$ cat src/rtl/bus_sequencer_pkg.sv
// Shared definitions for the bus sequencer.
// Holds the state encoding, bus_src_oh bit positions, the legal opcode
// window, the instruction field positions and the latched-field struct.
package bus_sequencer_pkg;

  localparam int ST_W = 4;

  // State encoding
  localparam logic [ST_W-1:0] ST_IDLE = 4'd0;
  localparam logic [ST_W-1:0] ST_T0   = 4'd1;
  localparam logic [ST_W-1:0] ST_T1   = 4'd2;
  localparam logic [ST_W-1:0] ST_T2   = 4'd3;
  localparam logic [ST_W-1:0] ST_T3   = 4'd4;
  localparam logic [ST_W-1:0] ST_T4   = 4'd5;
  localparam logic [ST_W-1:0] ST_T5   = 4'd6;
  localparam logic [ST_W-1:0] ST_T6   = 4'd7;
  localparam logic [ST_W-1:0] ST_HALT = 4'd8;

  // bus_src_oh bit positions; bits 0..15 are R0..R15
  localparam int SRC_W      = 24;
  localparam int SRC_HI     = 16;
  localparam int SRC_LO     = 17;
  localparam int SRC_ZHI    = 18;
  localparam int SRC_ZLO    = 19;
  localparam int SRC_PC     = 20;
  localparam int SRC_MDR    = 21;
  localparam int SRC_INPORT = 22;
  localparam int SRC_C      = 23;

  // Legal opcode window (add .. rol)
  localparam logic [4:0] OP_MIN = 5'h03;
  localparam logic [4:0] OP_MAX = 5'h0B;

  // ir field positions
  localparam int OP_MSB = 31;
  localparam int OP_LSB = 27;
  localparam int RA_MSB = 26;
  localparam int RA_LSB = 23;
  localparam int RB_MSB = 22;
  localparam int RB_LSB = 19;
  localparam int RC_MSB = 18;
  localparam int RC_LSB = 15;

  typedef struct packed {
    logic [4:0] op;
    logic [3:0] ra;
    logic [3:0] rb;
    logic [3:0] rc;
  } fields_t;

  function automatic logic op_legal(input logic [4:0] op);
    return (op >= OP_MIN) && (op <= OP_MAX);
  endfunction

endpackage

$ cat src/rtl/bus_sequencer_onehot16_decode.sv
// 4-bit index to 16-bit one-hot decoder with enable.
// Ports: en (decoder enable), idx (bit to set), oh (one-hot result, 0 when en=0).
module onehot16_decode (
  input  logic        en,
  input  logic [3:0]  idx,
  output logic [15:0] oh
);

  always_comb begin
    oh = '0;
    if (en) oh[idx] = 1'b1;
  end

endmodule

$ cat src/rtl/bus_sequencer.sv
// Moore control sequencer for a single-bus datapath.
// Steps fetch (T0..T2), decode (T3) and a three-cycle ALU execute (T4..T6).
// Ports: clock/reset_n (async active-low), run, mem_ready, ir (inputs);
// bus_src_oh (one-hot bus driver select), reg_in (one-hot register load),
// pc_in/ir_in/mar_in/mdr_in/y_in/z_in/inc_pc/read strobes, alu_op,
// done (completion pulse), illegal (sticky bad-opcode flag).
module bus_sequencer
  import bus_sequencer_pkg::*;
(
  input  logic             clock,
  input  logic             reset_n,
  input  logic             run,
  input  logic             mem_ready,
  input  logic [31:0]      ir,
  output logic [SRC_W-1:0] bus_src_oh,
  output logic [15:0]      reg_in,
  output logic             pc_in,
  output logic             ir_in,
  output logic             mar_in,
  output logic             mdr_in,
  output logic             y_in,
  output logic             z_in,
  output logic             inc_pc,
  output logic             read,
  output logic [4:0]       alu_op,
  output logic             done,
  output logic             illegal
);

  logic [ST_W-1:0] state_q, state_d;
  fields_t         fld_q;
  logic            illegal_q;
  logic [15:0]     reg_src;
  logic            src_en;
  logic [3:0]      src_idx;
  logic            dst_en;
  logic            unused_ir;

  // Low ir bits carry no control meaning here.
  assign unused_ir = ^ir[RC_LSB-1:0];

  // ---------------------------------------------------------------------------
  // Next-state logic
  // ---------------------------------------------------------------------------
  always_comb begin
    state_d = state_q;
    case (state_q)
      ST_IDLE: if (run) state_d = ST_T0;
      ST_T0:   state_d = ST_T1;
      ST_T1:   if (mem_ready) state_d = ST_T2;
      ST_T2:   state_d = ST_T3;
      ST_T3:   state_d = op_legal(ir[OP_MSB:OP_LSB]) ? ST_T4 : ST_HALT;
      ST_T4:   state_d = ST_T5;
      ST_T5:   state_d = ST_T6;
      ST_T6:   state_d = run ? ST_T0 : ST_IDLE;
      ST_HALT: state_d = ST_HALT;
      default: state_d = ST_IDLE;
    endcase
  end

  // ---------------------------------------------------------------------------
  // State and latched fields
  // ---------------------------------------------------------------------------
  always_ff @(posedge clock or negedge reset_n) begin
    if (!reset_n) begin
      state_q   <= ST_IDLE;
      fld_q     <= '0;
      illegal_q <= 1'b0;
    end else begin
      state_q <= state_d;
      if (state_q == ST_T3) begin
        fld_q.op <= ir[OP_MSB:OP_LSB];
        fld_q.ra <= ir[RA_MSB:RA_LSB];
        fld_q.rb <= ir[RB_MSB:RB_LSB];
        fld_q.rc <= ir[RC_MSB:RC_LSB];
        if (!op_legal(ir[OP_MSB:OP_LSB])) illegal_q <= 1'b1;
      end
    end
  end

  // ---------------------------------------------------------------------------
  // Register decoders: one shared decoder selects Rb (T4) or Rc (T5) onto
  // the bus, the other drives the destination load in T6.
  // ---------------------------------------------------------------------------
  assign src_en  = (state_q == ST_T4) || (state_q == ST_T5);
  assign src_idx = (state_q == ST_T4) ? fld_q.rb : fld_q.rc;
  assign dst_en  = (state_q == ST_T6);

  onehot16_decode u_src_dec (
    .en  (src_en),
    .idx (src_idx),
    .oh  (reg_src)
  );

  onehot16_decode u_dst_dec (
    .en  (dst_en),
    .idx (fld_q.ra),
    .oh  (reg_in)
  );

  // ---------------------------------------------------------------------------
  // Moore outputs. Register sources are only non-zero in T4/T5, where no
  // other source is driven, so bus_src_oh stays zero-or-one-hot.
  // ---------------------------------------------------------------------------
  always_comb begin
    bus_src_oh       = '0;
    bus_src_oh[15:0] = reg_src;
    pc_in            = 1'b0;
    ir_in            = 1'b0;
    mar_in           = 1'b0;
    mdr_in           = 1'b0;
    y_in             = 1'b0;
    z_in             = 1'b0;
    inc_pc           = 1'b0;
    read             = 1'b0;
    alu_op           = '0;
    done             = 1'b0;
    case (state_q)
      ST_T0: begin
        bus_src_oh[SRC_PC] = 1'b1;
        mar_in             = 1'b1;
        inc_pc             = 1'b1;
        z_in               = 1'b1;
      end
      ST_T1: begin
        bus_src_oh[SRC_ZLO] = 1'b1;
        pc_in               = 1'b1;
        read                = 1'b1;
        mdr_in              = 1'b1;
      end
      ST_T2: begin
        bus_src_oh[SRC_MDR] = 1'b1;
        ir_in               = 1'b1;
      end
      ST_T4: y_in = 1'b1;
      ST_T5: begin
        z_in   = 1'b1;
        alu_op = fld_q.op;
      end
      ST_T6: begin
        bus_src_oh[SRC_ZLO] = 1'b1;
        done                = 1'b1;
      end
      default: ;
    endcase
  end

  assign illegal = illegal_q;

endmodule

$ cat config.mk
export PLATFORM = sky130hd
export DESIGN_NAME = bus_sequencer
export DESIGN_NICKNAME = d
export VERILOG_FILES = /design/src/rtl/bus_sequencer_pkg.sv /design/src/rtl/bus_sequencer_onehot16_decode.sv /design/src/rtl/bus_sequencer.sv
export SDC_FILE = /design/constraint.sdc
export NUM_CORES = 1
export LEC_CHECK = 0
export BUFFER_PORTS_ARGS = -buffer_cell sky130_fd_sc_hd__buf_2
export CORE_AREA = 2 2 83 45
export CTS_CLUSTER_SIZE = 10
export DETAILED_ROUTE_END_ITERATION = 10
export DIE_AREA = 0 0 85 47
export PLACE_DENSITY_LB_ADDON = 0.1
export SYNTH_ARGS = -nofsm -noshare
export SYNTH_HDL_FRONTEND = slang
export SYNTH_SLANG_ARGS = --single-unit
$ cat constraint.sdc
create_clock -name clock -period 4.9 [get_ports clock]
set_clock_uncertainty 0.05 [all_clocks]
set_input_delay 0.98 -clock clock [delete_from_list [all_inputs] [get_ports clock]]
set_output_delay 0.98 -clock clock [all_outputs]
set_load 0.005 [all_outputs]
==> flow_summary.ini, run 1 <==
[synthesis]
synth_top_area_frac = 0.378
synthTopCellsByArea = dfrtp_1 38%, mux2_2 13%, nor4_1 6.9%, buf_4 5.7%, nor2_1 3.6%
yosysWarningCount = 0
async_flop_share = 1.00
ys_seq_area_frac = 0.378
synth_edf_count = 0
syn_inst = 147
synth_area_sq_um = 1460
yosysUniqueCellTypes = 36
synth_top_flop_cell = dfrtp_1
yosysTopAreaCell = dfrtp_1
synth_area_per_cell_sq_um = 9.91
netlist_top_cells_count = 22 x dfrtp_1, 17 x mux2_2, 16 x nor4_1, 14 x nor2_1, 11 x buf_4
ys_ff_latch = 22
synth.most_common_cell = dfrtp_1

[critical_path]
crit_chain = and4bb_1 -> mux2i_1 -> nor4_1 -> buf_2
worstPathRequired_ps = 3870
cp-end-kind = primary output
cp.arrival_ps = 2330
r2r_start = state_q[3]
slowest_stage = dfrtp_1
cp-endpoint = bus_src_oh[15]
worst-r2r-cell-count = 3
r2r_slack_ps = 2840
crit_fanout = 15
critPathLaunch = state_q[0]
slowest_delay_ps = 630
crit_type = reg2out
startpoint_type = flop
worst_r2r_endpoint = fld_q[15]

[pwr]
vdd_drop_max_mv = 0.244
p_leak_uw = 0.000898
pwr_density_cell_nw_per_um2 = 521

[global_routing]
grtUsageTotal = 0.178
grt-ovfl-total = 0
grt_max_degree = 23
grt_pass1_wl_um = 5530
grt_pass1_vias = 1133
grt_antenna_before_repair = 0

[floorplan]
core_sq_um = 3280
fp-row-count = 15
die_width_um = 85
dieArea_sq_um = 4000
start_util = 0.443
num_io_pins = 91
die-height_um = 47

[timing]
fin_tns_setup_ps = 0
worstMarginPinSlew_ps = 661
slew_headroom = 0.547
max_freq_ghz = 0.297
grt_setup_unrepaired = no
holdWs_ps = 408
setup_viol = 0
fin_crit_sh = 0.687
slew_violations = 0
finalHoldViolCount = 0
fin_crit_ps = 3360

[placement]
port_buffers = 70
hpwl_um = 2790
place_congestion = 0.886

[flow_run]
cap_violations = 0

[cells_and_area]
drive_gt1_frac = 0.471
nNetsFinal = 246
antenna-diode-count = 0
area_growth_pct = 24.2

[clock_network]
ctsResizeCount = 0
path_clk_slew_ps = 80
cts_setup_buffers = 0
clk_latency_ps = 260
hold_buffers = 0
cts_tree = yes
clock_sinks = 22
cts_buffers = 3
h-tree-depth = 1
clk_path_buf_depth = 2
cts-root-buf = clkbuf_8

[route]
drt_wl_total_um = 3570
avgRoutedWirePerCell_um = 14.3
drcViolationCount = 0
dr_total_vias = 1335
drt_iter0_drc = 43
vias_per_cell = 5.34
drtPass1Iterations = 4
drtAntennaViolNets = 0

[outcome]
status = finished, final reports clean

[hold_path]
hp-class = reg2reg
-- worst max-delay path: cells and delay by family (launching register included) --
family | cells | cell delay [ps]
mux | 1 | 630
buf+inv | 1 | 160
simple gates | 2 | 640
flops | 1 | 630
-- registers in the layout (all words and copies together), names as in the netlist --
register	flops
state_q	4
illegal	1
fld_q	17
-- power breakdown --
part	switching [uW]	total, uW	internal [uW]
combinational	219	446	227
clock	54.3	109	54.8
sequential	115	387	272
total	389	943	554
-- cell usage in the layout, fill, tap and decap left out, types with 2 or more instances in the layout --
master and instances:
nor3_1 8, nor2b_1 2, and3b_1 2, clkbuf_8 3, nand2b_1 5, o21ai_0 2, mux2_4 3, buf_2 70
o21ai_1 2, a21o_1 2, nand2_1 3, nand3b_1 2, nor2_1 14, mux2i_1 3, or2_2 3, mux2_2 17
dfrtp_1 22, nor4_1 16, a211oi_1 2, conb_1 5, nor3b_1 4, and2_1 5
-- how the worst min path moves through the flow --
stage | start | to | slack [ps] | depth (start not counted)
after floorplan | illegal | illegal | 400 | 1
after global placement | illegal | illegal | 390 | 1
after detailed placement | illegal | illegal | 400 | 1
after CTS | illegal | illegal | 420 | 1
after global routing | illegal | illegal | 460 | 1
final | illegal | illegal | 410 | 1
-- metal layers --
layer / wire, um / track usage / share of wire / vias to the layer above
met1: 1690 / 0.245 / 0.47 / 635
met5: 0 / 0 / 0 / -
met3: 249 / 0.0492 / 0.070 / 2
met2: 1620 / 0.294 / 0.45 / 56
met4: 12 / 0.0286 / 0.0034 / 0
li1: - / - / - / 642
-- through the flow --
stage	worst slack, ps	cells	power (uW)	area [sq um]	utilization
6_report	1540	250	943	1810	0.551
5_1_grt	1360	250	1020	1810	0.551
4_1_cts	1570	250	949	1810	0.551
3_5_place_dp	1870	247	835	1770	0.538
3_3_place_gp	1930	247	801	1770	0.538
2_1_floorplan	2370	151	723	1470	-
-- layout make-up --
class / instances / area, sq um
Fill cell: 303 / 1480
Inverter: 1 / 3.75
Tap cell: 42 / 52.6
Clock buffer: 3 / 41.3
Sequential cell: 22 / 551
Multi-Input combinational cell: 111 / 803
Timing Repair Buffer: 71 / 358
-- kinds of logic after synthesis --
logic type / share of synthesized area
and+or+nand+nor: 0.289
muxes: 0.183
DFF: 0.378
buffers and inverters: 0.0807
AOI/OAI and AO/OA: 0.0610
xor gates and xnor gates: 0.00601
other: 0.00257
(Power assumes the default switching activity.)
==> inputs of run 2 (changes only) <==
--- a/config.mk
+++ b/config.mk
@@ -6,10 +6,10 @@
 export NUM_CORES = 1
 export LEC_CHECK = 0
 export BUFFER_PORTS_ARGS = -buffer_cell sky130_fd_sc_hd__buf_2
-export CORE_AREA = 2 2 83 45
+export CORE_AREA = 2 2 86 47
 export CTS_CLUSTER_SIZE = 10
 export DETAILED_ROUTE_END_ITERATION = 10
-export DIE_AREA = 0 0 85 47
+export DIE_AREA = 0 0 88 49
 export PLACE_DENSITY_LB_ADDON = 0.1
 export SYNTH_ARGS = -nofsm -noshare
 export SYNTH_HDL_FRONTEND = slang
==> constraint.sdc (replaced) <==
create_clock -name clock -period 3.5 [get_ports clock]
set_clock_uncertainty 0.05 [all_clocks]
set_input_delay 0.7 -clock clock [delete_from_list [all_inputs] [get_ports clock]]
set_output_delay 0.7 -clock clock [all_outputs]
set_load 0.005 [all_outputs]
==> run 2 against run 1 <==
Wire length grew 1.4%. Via count up 0.52%. Clock power is 70% higher. Worst setup slack worse by 1200 ps. Global-route usage shrank 0.66 points. Highest routed layer unchanged. Critical endpoint is now bus_src_oh[14]. Non-clock buffer count unchanged. Sequential power increased by 41%. Count of clock-buffer cells in the layout up 1. Critical path type unchanged. Sequential share of layout area decreased by 0.48 points. Die area grew 7.9%. Register-to-register slack lost 1400 ps. Power is 43% higher.
==> flow_summary.ini, run 2 (same netlist as run 1, synthesis figures left out) <==
[flow_run]
cap_violations = 0

[timing]
finalHoldViolCount = 0
fin_crit_ps = 3120
holdWs_ps = 341
slew_headroom = 0.548
worstMarginPinSlew_ps = 675
fin_crit_sh = 0.892
max_freq_ghz = 0.320
grt_setup_unrepaired = no
fin_tns_setup_ps = 0
setup_viol = 0
timing.final.ws_setup_ps = 377
slew_violations = 0

[cells_and_area]
mostFrequentLayoutCells = 70 x buf_2, 22 x dfrtp_1, 17 x mux2_2, 16 x nor4_1, 14 x nor2_1
final_cell_count_no_fill = 263
final_common_cell = buf_2
area_growth_pct = 26.2
antenna-diode-count = 0
nNetsFinal = 246
top_register = fld_q
drive_gt1_frac = 0.474
largest_reg_flops = 17

[route]
avgRoutedWirePerCell_um = 13.8
drt_iter0_drc = 53
drcViolationCount = 0
dr_total_vias = 1342
drt_wl_total_um = 3630
drtAntennaViolNets = 0
vias_per_cell = 5.10
drtPass1Iterations = 4

[clock_network]
cts_setup_buffers = 0
clock_sinks = 22
cts_buffers = 3
clk_path_buf_depth = 2
cts_tree = yes
cts-root-buf = clkbuf_8
path_clk_slew_ps = 80
ctsResizeCount = 0
h-tree-depth = 1
hold_buffers = 0
clk_latency_ps = 260

[global_routing]
grt_pass1_wl_um = 5870
grt-ovfl-total = 0
grt_max_degree = 23
grtUsageTotal = 0.171
grt_pass1_vias = 1255
grt_antenna_before_repair = 0

[hold_path]
hp-class = in2async

[floorplan]
die-height_um = 49
core_sq_um = 3620
fp-row-count = 16
dieArea_sq_um = 4310
die_width_um = 88
start_util = 0.402
num_io_pins = 91

[pwr]
pwr_density_cell_nw_per_um2 = 734
p_leak_uw = 0.000905
power_uw = 1350
vdd_drop_max_mv = 0.289

[critical_path]
r2r_slack_ps = 1410
path_buf_inv = 1
worstPathRequired_ps = 2750
slowest_delay_ps = 640
crit_fanout = 15
worst_r2r_endpoint = fld_q[13]
worst-r2r-cell-count = 3
path_delay_family = simple AND/OR/NAND/NOR gates
cp-end-kind = primary output
r2r_start = state_q[0]
startpoint_type = flop
slowest_stage = dfrtp_1
crit_type = reg2out
crit_chain = and4bb_1 -> mux2i_1 -> nor4_1 -> buf_2
cp.arrival_ps = 2370

[outcome]
status = finished, final reports clean

[placement]
dp_cells = 259
pre_cts_slack_ps = 687
hpwl_um = 2740
port_buffers = 70
place_congestion = 0.865
run 2: cell count changes in the layout (fill, tap and decap cells not counted), sizes merged:
cell / before / now
clkbuf: 3 / 4
run 2: power by group:
group / switching [uW] / leakage [uW] / total (uW) / internal [uW]
Sequential: 165 / 0.000259 / 545 / 380
Clock: 84.8 / 0.0000288 / 185 / 100
Combinational: 301 / 0.000617 / 619 / 318
Total: 551 / 0.000905 / 1350 / 799
run 2: final cells by class:
cell class | count | area, sq um
Multi-Input combinational cell | 111 | 803
Fill cell | 348 | 1790
Clock buffer | 4 | 55.1
Timing Repair Buffer | 71 | 358
Tap cell | 54 | 67.6
Inverter | 1 | 3.75
Sequential cell | 22 | 551
run 2: worst reg2reg max path: cells and delay by family (launching register included):
| family | cells | cell delay [ps] |
|---|---|---|
| multiplexers | 1 | 360 |
| flip-flops | 1 | 560 |
| AND/OR/NAND/NOR | 1 | 690 |
| buffers and inverters | 1 | 310 |
run 2: layer usage:
layer / GRT usage / up-vias / routed length (um) / part of all wire
li1: - / 647 / - / -
met1: 0.226 / 630 / 1730 / 0.48
met2: 0.285 / 63 / 1610 / 0.44
met3: 0.0541 / 2 / 278 / 0.077
met4: 0.0205 / 0 / 4 / 0.0011
met5: 0 / - / 0 / 0
run 2: worst max-delay path by stage:
stage | end | start | depth (start not counted)
after detailed placement | bus_src_oh[4] | state_q[0] | 4
final | bus_src_oh[14] | state_q[0] | 4
after global placement | bus_src_oh[13] | state_q[0] | 4
after floorplan | bus_src_oh[0] | state_q[1] | 4
after global routing | bus_src_oh[6] | state_q[0] | 4
after CTS | bus_src_oh[4] | state_q[0] | 4
run 2: stage by stage:
| step | util | cell area, sq um |
|---|---|---|
| final | 0.507 | 1840 |
| after global routing | 0.507 | 1840 |
| after CTS | 0.507 | 1840 |
| after detailed placement | 0.492 | 1780 |
| after global placement | 0.492 | 1780 |
| after floorplan | - | 1470 |
==> inputs of run 3 (changes only) <==
--- a/config.mk
+++ b/config.mk
@@ -11,6 +11,8 @@
 export DETAILED_ROUTE_END_ITERATION = 10
 export DIE_AREA = 0 0 88 49
 export PLACE_DENSITY_LB_ADDON = 0.1
+export RECOVER_POWER = 25
+export SKIP_CTS_REPAIR_TIMING = 1
 export SYNTH_ARGS = -nofsm -noshare
 export SYNTH_HDL_FRONTEND = slang
 export SYNTH_SLANG_ARGS = --single-unit
==> run 3 against run 2 <==
Worst hold slack better by 65 ps. Maximum frequency is essentially flat. Power about the same. Largest cell class unchanged. Largest power group unchanged.
==> flow_summary.ini, run 3 (same netlist as run 1, synthesis figures left out) <==
[hold_path]
hp-class = reg2reg

[timing]
fin_tns_setup_ps = 0
finalHoldViolCount = 0
grt_setup_unrepaired = no
fin_crit_ps = 3120
slew_headroom = 0.195
slew_violations = 0
setup_viol = 0
holdWs_ps = 406
fin_crit_sh = 0.892
worstMarginPinSlew_ps = 1210
max_freq_ghz = 0.320

[critical_path]
crit_type = reg2out
worstPathRequired_ps = 2750
cp-end-kind = primary output
crit_fanout = 15
startpoint_type = flop
cp.arrival_ps = 2370

[cells_and_area]
final_common_cell = buf_2
top_register = fld_q
largest_reg_flops = 17
antenna-diode-count = 0
drive_gt1_frac = 0.469
area_growth_pct = 26.1
nNetsFinal = 246
mostFrequentLayoutCells = 69 x buf_2, 22 x dfrtp_1, 17 x mux2_2, 16 x nor4_1, 14 x nor2_1

[route]
dr_total_vias = 1342
drt_iter0_drc = 53
drtAntennaViolNets = 0
drtPass1Iterations = 4
drt_wl_total_um = 3620
avgRoutedWirePerCell_um = 13.8
drcViolationCount = 0
vias_per_cell = 5.10

[pwr]
vdd_drop_max_mv = 0.289
p_leak_uw = 0.000902
pwr_density_cell_nw_per_um2 = 735

[clock_network]
clk_latency_ps = 260
clock_sinks = 22
cts_buffers = 3
clk_path_buf_depth = 2
path_clk_slew_ps = 80
h-tree-depth = 1
cts_tree = yes
cts-root-buf = clkbuf_8

[placement]
place_congestion = 0.865
hpwl_um = 2740
port_buffers = 70

[flow_run]
cap_violations = 0

[global_routing]
grt_pass1_vias = 1255
grt_pass1_wl_um = 5870
grtUsageTotal = 0.171
grt_max_degree = 23
grt_antenna_before_repair = 0
grt-ovfl-total = 0

[floorplan]
die-height_um = 49
dieArea_sq_um = 4310
fp-row-count = 16
core_sq_um = 3620
die_width_um = 88
start_util = 0.402
num_io_pins = 91

[outcome]
status = finished, final reports clean
[run 3: cell count changes in the layout (fill, tap and decap cells not counted)]
cell	previous run	this run
clkbuf_1	0	1
buf_2	70	69
[run 3: metal layers]
layer	GRT usage	part of all wire	wire [um]	up-vias
li1	-	-	-	646
met1	0.226	0.48	1720	631
met2	0.285	0.45	1620	63
met3	0.0541	0.077	278	2
met4	0.0205	0.0011	4	0
met5	0	0	0	-
[run 3: layout make-up]
| class | count | area (sq um) |
|---|---|---|
| clock buffer | 4 | 55.1 |
| fill | 349 | 1790 |
| inverter | 1 | 3.75 |
| multi-input combinational | 111 | 803 |
| sequential | 22 | 551 |
| tap | 54 | 67.6 |
| timing repair buffer | 71 | 357 |
[run 3: worst paths after layout]
check / start / end / slack [ps] / cells past startpoint
min in group asynchronous: reset_n / fld_q[12] / 610 / 1
worst min register to register: illegal / illegal / 410 / 1
worst max-delay path: state_q[0] / bus_src_oh[14] / 380 / 4
worst max register to register: state_q[0] / fld_q[13] / 1410 / 3
max in group asynchronous: reset_n / fld_q[0] / 2070 / 1
worst min-delay path: illegal / illegal / 410 / 1
[run 3: power breakdown]
part	internal [uW]	switching, uW	leakage, uW
registers	380	165	0.000259
logic	318	301	0.000615
clock network	100	84.7	0.0000288
total	799	551	0.000902
[run 3: worst max-delay path, cell delays in order, from the launching register on]
cell and delay [ps]:
dfrtp_1 640, and4bb_1 520, mux2i_1 620, nor4_1 160
buf_2 160
[run 3: per-stage QoR]
stage / utilization / power (uW) / cells / cell area, sq um / worst slack, ps
5_1_grt: 0.507 / 1460 / 263 / 1840 / 172
3_5_place_dp: 0.492 / 1170 / 259 / 1780 / 687
2_1_floorplan: - / 1010 / 151 / 1470 / 1250
4_1_cts: 0.507 / 1360 / 263 / 1840 / 409
3_3_place_gp: 0.492 / 1120 / 259 / 1780 / 814
6_report: 0.507 / 1350 / 263 / 1840 / 377
